File: src/rtl/fifo_controller_if.sv
// ---------------------------------------------------------------------------
// fifo_controller_if
//
// Purpose:
//   Groups the producer handshake, consumer handshake and storage-array port
//   signals of the FIFO controller into one bundle.
//
// Signals:
//   in_valid / in_ready / in_data     producer side (valid/ready)
//   out_valid / out_ready / out_data  consumer side (valid/ready)
//   mem_write_addr / mem_write_en /
//   mem_din                           storage array write port
//   mem_read_addr / mem_read_en /
//   mem_qout                          storage array read port (zero-cycle read)
//
// Modports:
//   master  the controller itself (drives array ports and handshake replies)
//   slave   the surroundings: producer, consumer and storage array
// ---------------------------------------------------------------------------
interface fifo_controller_if #(
  parameter int WORD_W = 8,
  parameter int ADDR_W = 7
);

  // Producer side
  logic              in_valid;
  logic              in_ready;
  logic [WORD_W-1:0] in_data;

  // Consumer side
  logic              out_valid;
  logic              out_ready;
  logic [WORD_W-1:0] out_data;

  // Storage array write port
  logic [ADDR_W-1:0] mem_write_addr;
  logic              mem_write_en;
  logic [WORD_W-1:0] mem_din;

  // Storage array read port
  logic [ADDR_W-1:0] mem_read_addr;
  logic              mem_read_en;
  logic [WORD_W-1:0] mem_qout;

  modport master (
    input  in_valid,
    input  in_data,
    input  out_ready,
    input  mem_qout,
    output in_ready,
    output out_valid,
    output out_data,
    output mem_write_addr,
    output mem_write_en,
    output mem_din,
    output mem_read_addr,
    output mem_read_en
  );

  modport slave (
    output in_valid,
    output in_data,
    output out_ready,
    output mem_qout,
    input  in_ready,
    input  out_valid,
    input  out_data,
    input  mem_write_addr,
    input  mem_write_en,
    input  mem_din,
    input  mem_read_addr,
    input  mem_read_en
  );

endinterface : fifo_controller_if

File: src/rtl/fifo_controller.sv
// ---------------------------------------------------------------------------
// fifo_controller
//
// Purpose:
//   Pointer and handshake controller that turns a dual-port, zero-cycle-read
//   storage array (instantiated next to this block) into a valid/ready FIFO.
//   Owns the write pointer, read pointer and occupancy count; every other
//   output is combinational from that state and the inputs.
//
// Parameters:
//   WIDTH         element width in bits
//   PARALLELISM   elements per FIFO word (word = PARALLELISM*WIDTH bits)
//   HEIGHT        depth in words, any value >= 2
//   ALMOST_FULL   almost_full  when count >= ALMOST_FULL
//   ALMOST_EMPTY  almost_empty when count <= ALMOST_EMPTY
//
// Ports:
//   clk           rising-edge clock
//   rst           synchronous active-high reset (highest priority)
//   flush         synchronous clear of pointers and count; blocks both
//                 handshakes in the cycle it is asserted
//   bus           fifo_controller_if.master: producer/consumer handshakes
//                 and storage array ports
//   count         current occupancy, 0..HEIGHT
//   full, empty, almost_full, almost_empty
//                 status flags decoded from count
// ---------------------------------------------------------------------------
module fifo_controller #(
  parameter int WIDTH        = 8,
  parameter int PARALLELISM  = 1,
  parameter int HEIGHT       = 128,
  parameter int ALMOST_FULL  = HEIGHT - 2,
  parameter int ALMOST_EMPTY = 2
) (
  input  logic                        clk,
  input  logic                        rst,
  input  logic                        flush,
  fifo_controller_if.master           bus,
  output logic [$clog2(HEIGHT+1)-1:0] count,
  output logic                        full,
  output logic                        empty,
  output logic                        almost_full,
  output logic                        almost_empty
);

  // -------------------------------------------------------------------------
  // Derived sizes and decode constants
  // -------------------------------------------------------------------------
  localparam int WORD_W = PARALLELISM * WIDTH;
  localparam int ADDR_W = $clog2(HEIGHT);
  localparam int CNT_W  = $clog2(HEIGHT + 1);

  localparam logic [ADDR_W-1:0] PTR_ZERO = ADDR_W'(0);
  localparam logic [ADDR_W-1:0] PTR_ONE  = ADDR_W'(1);
  localparam logic [ADDR_W-1:0] PTR_LAST = ADDR_W'(HEIGHT - 1);

  localparam logic [CNT_W-1:0]  CNT_ZERO = CNT_W'(0);
  localparam logic [CNT_W-1:0]  CNT_ONE  = CNT_W'(1);
  localparam logic [CNT_W-1:0]  CNT_FULL = CNT_W'(HEIGHT);
  localparam logic [CNT_W-1:0]  CNT_AF   = CNT_W'(ALMOST_FULL);
  localparam logic [CNT_W-1:0]  CNT_AE   = CNT_W'(ALMOST_EMPTY);

  // -------------------------------------------------------------------------
  // Helper: advance a pointer by one. HEIGHT need not be a power of two, so
  // the wrap is an explicit compare against the last index instead of
  // relying on the pointer width overflowing.
  // -------------------------------------------------------------------------
  function automatic logic [ADDR_W-1:0] next_ptr(input logic [ADDR_W-1:0] ptr);
    logic [ADDR_W-1:0] nxt;
    if (ptr == PTR_LAST) begin
      nxt = PTR_ZERO;
    end else begin
      nxt = ptr + PTR_ONE;
    end
    return nxt;
  endfunction

  // -------------------------------------------------------------------------
  // State
  // -------------------------------------------------------------------------
  logic [ADDR_W-1:0] wr_ptr_q, wr_ptr_d;
  logic [ADDR_W-1:0] rd_ptr_q, rd_ptr_d;
  logic [CNT_W-1:0]  count_q,  count_d;

  // -------------------------------------------------------------------------
  // Combinational decode
  // -------------------------------------------------------------------------
  logic              full_s;
  logic              empty_s;
  logic              almost_full_s;
  logic              almost_empty_s;
  logic              in_ready_s;
  logic              out_valid_s;
  logic              push_s;
  logic              pop_s;
  logic [WORD_W-1:0] wr_word_s;
  logic [WORD_W-1:0] head_word_s;

  // Status flags decoded straight from the registered count.
  always_comb begin
    full_s         = (count_q == CNT_FULL);
    empty_s        = (count_q == CNT_ZERO);
    almost_full_s  = (count_q >= CNT_AF);
    almost_empty_s = (count_q <= CNT_AE);
  end

  // Handshake decode. Both sides look only at the registered count, so there
  // is no bypass: a full FIFO refuses a push even when a pop happens in the
  // same cycle, and an empty FIFO shows nothing until the cycle after a push.
  // flush masks both handshakes so nothing moves during the clear.
  always_comb begin
    in_ready_s  = !full_s && !flush;
    out_valid_s = !empty_s && !flush;
    push_s      = bus.in_valid && in_ready_s;
    pop_s       = out_valid_s && bus.out_ready;
  end

  // Data paths are pure feed-throughs between the streams and the array.
  always_comb begin
    wr_word_s   = bus.in_data;
    head_word_s = bus.mem_qout;
  end

  // -------------------------------------------------------------------------
  // Next-state logic
  // -------------------------------------------------------------------------
  // Pointer and count update. flush wins over push/pop; rst is applied in
  // the register block and wins over everything. Stored array contents are
  // never touched by a clear.
  always_comb begin
    wr_ptr_d = wr_ptr_q;
    rd_ptr_d = rd_ptr_q;
    count_d  = count_q;
    if (flush) begin
      wr_ptr_d = PTR_ZERO;
      rd_ptr_d = PTR_ZERO;
      count_d  = CNT_ZERO;
    end else begin
      if (push_s) begin
        wr_ptr_d = next_ptr(wr_ptr_q);
      end else begin
        wr_ptr_d = wr_ptr_q;
      end

      if (pop_s) begin
        rd_ptr_d = next_ptr(rd_ptr_q);
      end else begin
        rd_ptr_d = rd_ptr_q;
      end

      // Simultaneous push and pop leaves the occupancy unchanged.
      case ({push_s, pop_s})
        2'b10:   count_d = count_q + CNT_ONE;
        2'b01:   count_d = count_q - CNT_ONE;
        default: count_d = count_q;
      endcase
    end
  end

  // -------------------------------------------------------------------------
  // Registers
  // -------------------------------------------------------------------------
  // Pointer and occupancy registers with synchronous reset.
  always_ff @(posedge clk) begin
    if (rst) begin
      wr_ptr_q <= PTR_ZERO;
      rd_ptr_q <= PTR_ZERO;
      count_q  <= CNT_ZERO;
    end else begin
      wr_ptr_q <= wr_ptr_d;
      rd_ptr_q <= rd_ptr_d;
      count_q  <= count_d;
    end
  end

  // -------------------------------------------------------------------------
  // Outputs
  // -------------------------------------------------------------------------
  // The write lands in the array at the edge that accepts the push; the read
  // side is combinational, so the head word is whatever sits at rd_ptr.
  assign bus.in_ready       = in_ready_s;
  assign bus.out_valid      = out_valid_s;
  assign bus.out_data       = head_word_s;

  assign bus.mem_write_en   = push_s;
  assign bus.mem_write_addr = wr_ptr_q;
  assign bus.mem_din        = wr_word_s;

  assign bus.mem_read_addr  = rd_ptr_q;
  assign bus.mem_read_en    = out_valid_s;

  assign count              = count_q;
  assign full               = full_s;
  assign empty              = empty_s;
  assign almost_full        = almost_full_s;
  assign almost_empty       = almost_empty_s;

endmodule : fifo_controller

File: src/flat_wrapper.sv
// flat-port wrapper written by rule: the top's interface ports become plain ports
module fifo_controller_flat 
#(
  parameter int WIDTH        = 8,
  parameter int PARALLELISM  = 1,
  parameter int HEIGHT       = 128,
  parameter int ALMOST_FULL  = HEIGHT - 2,
  parameter int ALMOST_EMPTY = 2
)
  (clk, rst, flush, count, full, empty, almost_full, almost_empty, bus_in_valid, bus_in_data, bus_out_ready, bus_mem_qout, bus_in_ready, bus_out_valid, bus_out_data, bus_mem_write_addr, bus_mem_write_en, bus_mem_din, bus_mem_read_addr, bus_mem_read_en);
  fifo_controller_if bus_i ();
  input  logic clk;
  input  logic rst;
  input  logic flush;
  output logic [$clog2(HEIGHT+1)-1:0] count;
  output logic full;
  output logic empty;
  output logic almost_full;
  output logic almost_empty;
  input wire logic [$bits(bus_i.in_valid)-1:0] bus_in_valid;
  input wire logic [$bits(bus_i.in_data)-1:0] bus_in_data;
  input wire logic [$bits(bus_i.out_ready)-1:0] bus_out_ready;
  input wire logic [$bits(bus_i.mem_qout)-1:0] bus_mem_qout;
  output wire logic [$bits(bus_i.in_ready)-1:0] bus_in_ready;
  output wire logic [$bits(bus_i.out_valid)-1:0] bus_out_valid;
  output wire logic [$bits(bus_i.out_data)-1:0] bus_out_data;
  output wire logic [$bits(bus_i.mem_write_addr)-1:0] bus_mem_write_addr;
  output wire logic [$bits(bus_i.mem_write_en)-1:0] bus_mem_write_en;
  output wire logic [$bits(bus_i.mem_din)-1:0] bus_mem_din;
  output wire logic [$bits(bus_i.mem_read_addr)-1:0] bus_mem_read_addr;
  output wire logic [$bits(bus_i.mem_read_en)-1:0] bus_mem_read_en;
  assign bus_i.in_valid = bus_in_valid;
  assign bus_i.in_data = bus_in_data;
  assign bus_i.out_ready = bus_out_ready;
  assign bus_i.mem_qout = bus_mem_qout;
  assign bus_in_ready = bus_i.in_ready;
  assign bus_out_valid = bus_i.out_valid;
  assign bus_out_data = bus_i.out_data;
  assign bus_mem_write_addr = bus_i.mem_write_addr;
  assign bus_mem_write_en = bus_i.mem_write_en;
  assign bus_mem_din = bus_i.mem_din;
  assign bus_mem_read_addr = bus_i.mem_read_addr;
  assign bus_mem_read_en = bus_i.mem_read_en;
  fifo_controller #(.WIDTH(WIDTH), .PARALLELISM(PARALLELISM), .HEIGHT(HEIGHT), .ALMOST_FULL(ALMOST_FULL), .ALMOST_EMPTY(ALMOST_EMPTY)) u_core (.clk(clk), .rst(rst), .flush(flush), .bus(bus_i), .count(count), .full(full), .empty(empty), .almost_full(almost_full), .almost_empty(almost_empty));
endmodule
File: config.mk
export PLATFORM = sky130hd
export DESIGN_NAME = fifo_controller_flat
export DESIGN_NICKNAME = d
export VERILOG_FILES = /design/src/rtl/fifo_controller_if.sv /design/src/rtl/fifo_controller.sv /design/src/flat_wrapper.sv
export SDC_FILE = /design/constraint.sdc
export NUM_CORES = 1
export LEC_CHECK = 0
export ABC_AREA = 1
export BUFFER_PORTS_ARGS = -buffer_cell sky130_fd_sc_hd__buf_2
export CAP_MARGIN = 10
export CORE_UTILIZATION = 52
export DETAILED_ROUTE_END_ITERATION = 7
export PLACE_DENSITY = 0.81
export SLEW_MARGIN = 20
export SYNTH_ARGS = -nofsm -noshare
export SYNTH_HDL_FRONTEND = slang
export SYNTH_SLANG_ARGS = --single-unit
File: constraint.sdc
create_clock -name clk -period 7.1 [get_ports clk]
set_input_delay 1.065 -clock clk [delete_from_list [all_inputs] [get_ports clk]]
set_output_delay 1.065 -clock clk [all_outputs]
set_load 0.02 [all_outputs]
* After elaboration in Yosys (flattened, before gate mapping) *
Cells that the tools add are included.

storage, ports and cells
  input port bits = 21
  flip-flop bits (word level) = 22
  output and inout bits = 46
  word-level logic and storage cells = 27

cells by class
  $add $sub $neg = 4
  equal/unequal tests = 5
  reductions and logical operators = 10
  muxes and demuxes = 3
  $lt $le $gt $ge = 2

operators with widths
  kind                                                               number
  case mux 8 bit (2 select lines)                                    1
  adder 7 x 1 -> 7 bit, second input constant                        2
  equality test 7 bit, second input constant                         2
  2-to-1 mux 7 bit                                                   2
  adder 8 x 1 -> 8 bit, second input constant                        1
  equality test 8 bit, second input constant                         1
  greater-or-equal comparator 8 x 7 -> 1 bit, second input constant  1
  <= comparator 8 x 2 -> 1 bit, second input constant                1
  zero test 8 bit                                                    1
  subtractor 8 x 1 -> 8 bit, second input constant                   1
  logical AND 1 bit                                                  4
  zero test 1 bit                                                    3
  equality test 2 x 1 -> 1 bit, second input constant                1
  equality test 2 bit, second input constant                         1
  nonzero test 2 bit                                                 1
  OR reduction 2 bit                                                 1

* Logic depth before layout (Yosys ltp) *
Gate-level depths: netlist of run 1.

  word-level depth = 6
  mapped depth = 16
  mapped depth without buffers = 16

* Worst setup path after synthesis of run 1 *
No wires, ideal clock.

  path kind = input port to flip-flop
  start = in flush
  end = reg u_core.count_q[4] (netlist: u_core.count[4])
  library setup time = 0.115 ns
  arrival time = 2.687 ns
  stages = 11
  path slack = 4.298 ns
  path buffers = 0
  path through = inv_2 nand3_4 inv_4 ha_1 inv_1 fa_1 o21ai_0 nand2_1 xnor2_1 o21ai_0 inv_1

on the way
  cells in the longest elaborated chain, start to end = 5
  elaborated cells on any way between the ends = 10

RTL lines
  element                                                                       RTL line                text
  start, declared                                                               flat_wrapper.sv:14      input logic flush;
  zero test 1 bit *                                                             fifo_controller.sv:113  out_valid_s = !empty_s && !flush;
  logical AND 1 bit *                                                           fifo_controller.sv:113
  logical AND 1 bit *                                                           fifo_controller.sv:115  pop_s = out_valid_s && bus.out_ready;
  net u_core.pop_s                                                              fifo_controller.sv:95   logic pop_s;
  equality test 2 x 1 -> 1 bit / equality test 2 bit (equally long branches)    fifo_controller.sv:152  case ({push_s, pop_s})
  case mux 8 bit (2 select lines) / nonzero test 2 bit (equally long branches)  --
  end signal, assigned                                                          fifo_controller.sv:172  count_q <= count_d;
  end, declared                                                                 fifo_controller.sv:83   logic [CNT_W-1:0] count_q, count_d;

The timed path passes the listed nets; every way through them passes the cells marked *.
A chain may end at the register's enable or synchronous reset.

* Worst setup path in the final report of run 1 *
  start = in flush
  end = out bus_mem_write_en

on the way
  cells in the longest elaborated chain, start to end = 3

RTL lines
  element            RTL line                text
  zero test 1 bit    fifo_controller.sv:112  in_ready_s = !full_s && !flush;
  logical AND 1 bit  fifo_controller.sv:112
  logical AND 1 bit  fifo_controller.sv:114  push_s = bus.in_valid && in_ready_s;
  end, declared      flat_wrapper.sv:28      output wire logic [$bits(bus_i.mem_write_en)-1:0] bus_mem_write_en;

No other way between the ends.

==> results of run 1 <==
==> critical path: cells and delay by family <==
family,cells,cell delay [ns]
simple gates,1,0.16
buf+inv,4,0.56
==> through the flow <==
step / power (mW) / std cells / utilization [%] / worst slack [ns]
3_5_place_dp: 0.227 / 296 / 57.4 / 3.92
4_1_cts: 0.298 / 300 / 58.6 / 4.25
6_report: 0.296 / 300 / 58.6 / 4.25
5_1_grt: 0.313 / 300 / 58.6 / 4.03
3_3_place_gp: 0.225 / 296 / 57.4 / 3.99
2_1_floorplan: 0.218 / 237 / - / 4.30
==> power by group <==
part,internal (mW),switching (mW),total (mW)
Clock,0.0314,0.0403,0.0717
Combinational,0.0301,0.0619,0.0920
Sequential,0.127,0.00542,0.133
==> registers in the layout, indices dropped and copies added, names as in the netlist <==
register and count:
u_core.bus.mem_write_addr 7, u_core.count 8, u_core.bus.mem_read_addr 7
==> cells in the mapped netlist, types with 3 or more instances <==
cell type                 count  area [um2]
sky130_fd_sc_hd__nand2_1     48         180
sky130_fd_sc_hd__inv_1       31         116
sky130_fd_sc_hd__dfxtp_1     22         440
sky130_fd_sc_hd__nor2_1      20        75.1
sky130_fd_sc_hd__buf_4       18         135
sky130_fd_sc_hd__nand3_1     17        85.1
sky130_fd_sc_hd__a21oi_1     16        80.1
sky130_fd_sc_hd__ha_1         9         113
sky130_fd_sc_hd__nor2_2       7        43.8
sky130_fd_sc_hd__o21ai_0      7        35.0
sky130_fd_sc_hd__nand2_2      6        37.5
sky130_fd_sc_hd__nand4_1      5        31.3
sky130_fd_sc_hd__xnor2_1      5        43.8
sky130_fd_sc_hd__a21oi_2      4        35.0
sky130_fd_sc_hd__nand2_4      3        33.8
sky130_fd_sc_hd__xor2_1       3        26.3
==> kinds of logic (layout without fill, tap and decap cells) <==
family                   after synthesis  in the layout  synth area share (%)
flip-flops                            22             22                  26.7
buffers and inverters                 54             73                  16.8
AO/OA/AOI/OAI                         30             30                  10.5
XOR/XNOR                               8              8                  4.24
adder cells (fa/ha/maj)               10             10                  8.03
AND/OR/NAND/NOR                      113            113                  33.7
==> layer usage <==
layer | track usage, % | part of all wire (%)
met1 | 27.0 | 48
met2 | 32.3 | 45
met3 | 4.40 | 4.7
met4 | 8.50 | 1.6
met5 | 0 | 0
==> cell type report <==
type,count,share of cell area [%]
clock buffers,4,2.05
repair buffers,34,9.59
well taps,44,3.10
flip-flops and latches,22,24.8
inverters,35,7.83
multi-input cells,161,52.6
==> path summary, 6_finish.rpt <==
check                                                    to  slack, ns
worst max-delay path                       bus_mem_write_en       4.25
worst min register to register  u_core.bus.mem_read_addr[1]       0.51
worst max register to register              u_core.count[4]       4.51
worst min-delay path            u_core.bus.mem_read_addr[1]       0.51
==> reports/qor.tcl, run 1 <==
set qor(final_nets) 288
set qor(worst_clock_skew_ns) 0.00164
set qor(initial_core_util_pct) 54.5
set qor(syn-instance-count) 237
set qor(syn-num-nets) 268
set qor(cts_post_setup_buffers_inserted) 0
set qor(synth_cell_types) 29
set qor(worst_r2r_path_depth) 14
set qor(post_synth.cell_area_avg_um2) 6.97
set qor(layout.cells.most_common_list) {sky130_fd_sc_hd__nand2_1, sky130_fd_sc_hd__buf_2, sky130_fd_sc_hd__inv_1}
set qor(synth_enable_flop_cells) 0
set qor(cts_sinks) 22
set qor(critical_path_class) {in2out}
set qor(cts_max_path_buffers) 2
set qor(critPathMaxFanout) 8
set qor(ys_ff_latch) 22
set qor(cts_htree_levels) 1
set qor(postCtsResizedCells) 0
set qor(die_width_um) 58.4
set qor(crit_path_max_incr_delay_ns) 0.17
set qor(total_drc_errors_in_the_routed_layout) 0
set qor(worst_setup_path_start_kind) {primary input}
set qor(cp.required_ns) 6.03
set qor(dp_area_um2) 1740
set qor(finalHoldViolations) 0
set qor(routed-via-count) 1476
set qor(die-height_um) 58.4
set qor(timing.setup.tns_ns) 0
set qor(cts_root_buf) {sky130_fd_sc_hd__clkbuf_4}
set qor(maximum_vdd_drop_mv) 0.0820
set qor(cts-buffers-inserted) 3
set qor(worst_ep_arrival_time_ns) 1.79
set qor(slew_headroom_pct) 67.9
set qor(filler_instances) 289
set qor(fraction_of_layout_cells_with_a_size_suffix_above_1_pct) 25.8
set qor(dr.first_iter.drc_count) 52
set qor(clk_transition_reported_paths_ns) 0.12
set qor(min_period_ns) 2.85
set qor(mostFrequentLayoutCell) {sky130_fd_sc_hd__nand2_1}
set qor(min_period_over_period_pct) 40.2
set qor(floorplan.die_area_um2) 3410
set qor(num_rows) 20
set qor(synth_sequential_area_ratio_pct) 26.7
set qor(grt_start_max_net_pins) 14
set qor(first_global_vias) 1192
set qor(final_layout_worst_hold_slack_ns) 0.506
set qor(initial_antenna_violation_count) 0
set qor(wire_per_inst_um) 10.9
set qor(route.antenna.remaining_nets) 0
set qor(slew_viol_final) 0
set qor(fp.coreArea_um2) 3030
set qor(worstPathCellList) {buf_2, inv_2, nand3_4, inv_6, buf_2}
set qor(outcome) {complete, no violations}
set qor(grt_pass1_wl_mm) 5.35
set qor(min_path_cells) 2
set qor(synth_async_sr_flop_share_pct) 0
set qor(worst_setup_path_end_kind) {output port}
set qor(post_cts_hold_buffer_count) 0
set qor(critical-path-slowest-cell) {sky130_fd_sc_hd__buf_2}
set qor(ys.flop_type) {sky130_fd_sc_hd__dfxtp_1}
set qor(syn-cell-area_um2) 1650
set qor(critical-path-top-cell-by-count) {sky130_fd_sc_hd__buf_2}
set qor(worstSkewPairLatency_ns) 0.32
set qor(globalRouteOverflowTotal) 0
set qor(worstMarginPinSlew_ns) 0.481
set qor(multi_input_logic_area_um2) 933
set qor(hold_class) {reg2reg}
set qor(timing.max_cap.violations) 0
set qor(globalplace.congestion) 0.841
set qor(grt_use_total_pct) 20.4
set qor(static-leakage-power_nw) 0.879
set qor(unrepaired_setup_endpoints_after_global_routing) {false}
set qor(endpoints_failing_setup) 0
set qor(area_overhead_of_the_layout_relative_to_synthesis_pct) 7.42
set qor(wl_mm) 3.28
set qor(io_buffer_count) 34
set qor(maxClockFrequency_mhz) 350
set qor(crit_start) {flush}
set qor(final_cell_area_um2) 1770
set qor(dp.final_hpwl_mm) 2.56
set qor(yosysWarningCount) 0
set qor(crit-reg2reg-launch) {u_core.count[6]}
set qor(layout.area.seq_um2) 440
set qor(ioPinCount) 67
set qor(drt_pass1_iterations) 4
set qor(power.density_nw_per_um2) 167
set qor(antennaDiodeCount) 0
set qor(hold_path.startpoint) {u_core.bus.mem_read_addr[1]}
set qor(tritoncts) {yes}
set qor(route.detailed.vias_per_inst) 4.92
(Power assumes the default switching activity.)
==> run 2, diff against run 1 <==
Settings changed: ABC_AREA 1 to 0, CORE_UTILIZATION 52 to 42, PLACE_DENSITY 0.81 to 0.72.
Clock period 7.1 ns to 2.55 ns, I/O delays scaled along.
==> run 2 against run 1 <==
The run now ends with setup timing left. Total power up 120%. Critical path depth up 5. Design area up 12%. Clock-buffer cell count unchanged. Die area up 9.9%. Register-to-register slack worse by 4.8 ns. Synthesized area down 11%. Final cell count down 9.7%. Via count down 1.0%. Flip-flop and latch count unchanged. Synthesized cell count down 26%. Critical endpoint is now u_core.count[4]. Largest cell class unchanged. Highest routed layer unchanged.
==> reports/qor.tcl, run 2 <==
set qor(outcome) {complete, but fails checks}
set qor(violated_checks) {setup timing}
set qor(finalCoreUtilization_pct) 59.7
set qor(power.density_nw_per_um2) 331
set qor(dp.final_hpwl_mm) 2.64
set qor(mostFrequentLayoutCell) {sky130_fd_sc_hd__buf_2}
set qor(critPathMaxFanout) 8
set qor(area_overhead_of_the_layout_relative_to_synthesis_pct) 35.5
set qor(routed_length_on_met1_mm) 1.69
set qor(post_synth.cell_area_avg_um2) 8.35
set qor(antennaDiodeCount) 0
set qor(grt_start_max_net_pins) 22
set qor(dp.cells) 259
set qor(worst_r2r_path_depth) 10
set qor(worstPathCellList) {or4_4, o41ai_4, inv_2, ha_4, ha_4, nor2b_4, o21a_1, o21a_1, or3_1, a21oi_1}
set qor(cts-buffers-inserted) 3
set qor(synth_cell_types) 40
set qor(dr_wl_met3_um) 268
set qor(synth_area_leader) {sky130_fd_sc_hd__dfxtp_1}
set qor(worst_ep_arrival_time_ns) 3.04
set qor(slew_viol_final) 0
set qor(grt_use_total_pct) 21.2
set qor(die_width_um) 61.2
set qor(worst_clock_skew_ns) 0.00315
set qor(syn-cell-area_um2) 1470
set qor(critical-path-slowest-cell) {sky130_fd_sc_hd__or4_4}
set qor(top_post_synthesis_cells_by_count) {sky130_fd_sc_hd__dfxtp_1, sky130_fd_sc_hd__nor2_1, sky130_fd_sc_hd__buf_4, sky130_fd_sc_hd__nand2_1, sky130_fd_sc_hd__a21oi_1}
set qor(initial_core_util_pct) 44.1
set qor(hold_path.startpoint) {rst}
set qor(first_global_vias) 1213
set qor(min_period_over_period_pct) 110
set qor(worstMarginPinSlew_ns) 0.308
set qor(worst_hold_endpoint) {u_core.count[7]}
set qor(multi_input_logic_area_um2) 997
set qor(floorplan.die_area_um2) 3740
set qor(tritoncts) {yes}
set qor(ys.flop_type) {sky130_fd_sc_hd__dfxtp_1}
set qor(synth_enable_flop_cells) 0
set qor(unrepaired_setup_endpoints_after_global_routing) {true}
set qor(cp.required_ns) 2.80
set qor(p_total_mw) 0.659
set qor(grt_pass1_wl_mm) 5.79
set qor(fraction_of_layout_cells_with_a_size_suffix_above_1_pct) 45.3
set qor(maxClockFrequency_mhz) 358
set qor(globalplace.congestion) 0.829
set qor(total_drc_errors_in_the_routed_layout) 0
set qor(yosysWarningCount) 0
set qor(synth_sequential_area_ratio_pct) 30.0
set qor(syn-instance-count) 176
set qor(min_period_ns) 2.79
set qor(routed-via-count) 1461
set qor(route.met2.wl_mm) 1.89
set qor(io_buffer_count) 34
set qor(worst_path_dominant_cell_family) {simple AND/OR/NAND/NOR gates}
set qor(final_cell_area_um2) 1990
set qor(register_with_the_highest_flop_count) {u_core.count}
set qor(static-leakage-power_nw) 0.863
set qor(crit_path_max_incr_delay_ns) 0.55
set qor(synth_async_sr_flop_share_pct) 0
set qor(critical_path.reg2reg.endpoint) {u_core.count[4]}
set qor(top_signal_layer_used) {met4}
set qor(syn-num-nets) 207
set qor(cts_root_buf) {sky130_fd_sc_hd__clkbuf_4}
set qor(filler_instances) 291
set qor(largest_register_ff_count) 8
set qor(initial_antenna_violation_count) 0
set qor(min_path_cells) 3
set qor(hold_class) {in2reg}
set qor(critical_path_class) {reg2reg}
set qor(synth_top_cells_by_area) {sky130_fd_sc_hd__dfxtp_1, sky130_fd_sc_hd__buf_4, sky130_fd_sc_hd__ha_1}
set qor(route.antenna.remaining_nets) 0
set qor(layout.cells.most_common_list) {sky130_fd_sc_hd__buf_2, sky130_fd_sc_hd__buf_4, sky130_fd_sc_hd__nor2_1}
set qor(fp.coreArea_um2) 3340
set qor(post-route-worst-setup-slack_ns) -0.244
set qor(setup.reg_to_reg.worst_slack_ns) -0.24
set qor(worst_setup_path_start_kind) {flip-flop}
set qor(wl_mm) 3.89
set qor(dp_area_um2) 1800
set qor(num_rows) 21
set qor(endpoints_failing_setup) 4
set qor(layout.area.seq_um2) 454
set qor(wire_per_inst_um) 14.4
set qor(drt_pass1_iterations) 4
set qor(cts_htree_levels) 1
set qor(globalRouteOverflowTotal) 0
set qor(worstSkewPairLatency_ns) 0.31
set qor(critical_path_buf_inv_count) 1
set qor(die-height_um) 61.2
set qor(finalHoldViolations) 0
set qor(final_layout_worst_hold_slack_ns) 0.362
set qor(cts_max_path_buffers) 2
set qor(final_nets) 257
set qor(ys_ff_latch) 22
set qor(route.detailed.vias_per_inst) 5.39
set qor(fin_cells) 271
set qor(post-synth-top-count-cell) {sky130_fd_sc_hd__dfxtp_1}
set qor(crit-reg2reg-launch) {u_core.count[5]}
set qor(post_cts_hold_buffer_count) 0
set qor(slew_headroom_pct) 79.3
set qor(clk_transition_reported_paths_ns) 0.13
set qor(timing.max_cap.violations) 0
set qor(ioPinCount) 67
set qor(maximum_vdd_drop_mv) 0.199
set qor(synth.top_cell.area_share_pct) 30.0
set qor(worst_setup_path_end_kind) {flip-flop}
set qor(cts_sinks) 22
set qor(dr.first_iter.drc_count) 74
-- run 2: cell types whose count changed after synthesis, moves of 4 or more --
cell                      delta
sky130_fd_sc_hd__xnor2_1     -4
sky130_fd_sc_hd__nand3_1    -11
sky130_fd_sc_hd__nor2_2      -7
sky130_fd_sc_hd__inv_1      -27
sky130_fd_sc_hd__o21ai_0     -6
sky130_fd_sc_hd__a21oi_2     -4
sky130_fd_sc_hd__nand2_1    -31
sky130_fd_sc_hd__nand2_2     -6
sky130_fd_sc_hd__nor3_1      +4
sky130_fd_sc_hd__xor2_1      +4
sky130_fd_sc_hd__o21a_1      +4
-- run 2: final cells by class --
type                    count  share of cell area [%]
multi-input cells         128                    50.1
clock buffers               4                    2.39
well taps                  46                    2.89
flip-flops and latches     22                    22.8
repair buffers             65                    20.6
inverters                   6                    1.26
-- run 2: how the worst max path moves through the flow --
stage               depth (start not counted)              end       startpoint
floorplan                                  10  u_core.count[4]  u_core.count[5]
global placement                           10  u_core.count[4]  u_core.count[5]
detailed placement                         10  u_core.count[4]  u_core.count[5]
CTS                                        10  u_core.count[4]  u_core.count[5]
global route                               11  u_core.count[7]  u_core.count[5]
finish                                     10  u_core.count[4]  u_core.count[5]
-- run 2: per-stage QoR --
| step | worst slack, ns | setup TNS [ns] |
|---|---|---|
| final | -0.244 | -0.825 |
| after global routing | -0.336 | -1.41 |
| after CTS | -0.217 | -0.719 |
| after detailed placement | -0.231 | -0.785 |
| after global placement | -0.159 | -0.501 |
| after floorplan | -0.262 | -0.770 |
-- run 2: power breakdown --
part	total, mW	leakage [nW]	internal [mW]	switching [mW]
Clock	0.233	0.0261	0.120	0.114
Sequential	0.345	0.181	0.342	0.00216
Combinational	0.0812	0.656	0.0339	0.0473
Total	0.659	0.863	0.496	0.163
-- run 2: cells by family after synthesis --
logic type                 after synthesis  synth area share [%]
and+or+nand+nor                         74                  25.5
xor gates and xnor gates                 8                  4.77
DFF                                     22                  30.0
adders and majority gates               10                  9.02
buffers and inverters                   26                  11.1
AOI/OAI and AO/OA                       36                  19.6
-- run 2: what timing repair did --
item | CTS | global route
setup endpoints to repair | 5 | 6
pin swaps | 4 | 7
resized for setup | 13 | 4
buffers inserted | 5 | 3
endpoints found under the hold margin | 0 | 0
-- run 2: per-layer routing --
layer	up-vias	track usage, %
met5	-	0
met4	0	7.47
met3	4	2.52
met2	58	36.0
met1	681	27.6
li1	718	-
-- run 2: worst reg2reg max path, stage by stage, from the launching register on --
cell	delay [ns]
sky130_fd_sc_hd__dfxtp_4	0.37
sky130_fd_sc_hd__or4_4	0.55
sky130_fd_sc_hd__o41ai_4	0.26
sky130_fd_sc_hd__inv_2	0.10
sky130_fd_sc_hd__ha_4	0.21
sky130_fd_sc_hd__ha_4	0.24
sky130_fd_sc_hd__nor2b_4	0.14
sky130_fd_sc_hd__o21a_1	0.20
sky130_fd_sc_hd__o21a_1	0.18
sky130_fd_sc_hd__or3_1	0.34
sky130_fd_sc_hd__a21oi_1	0.14
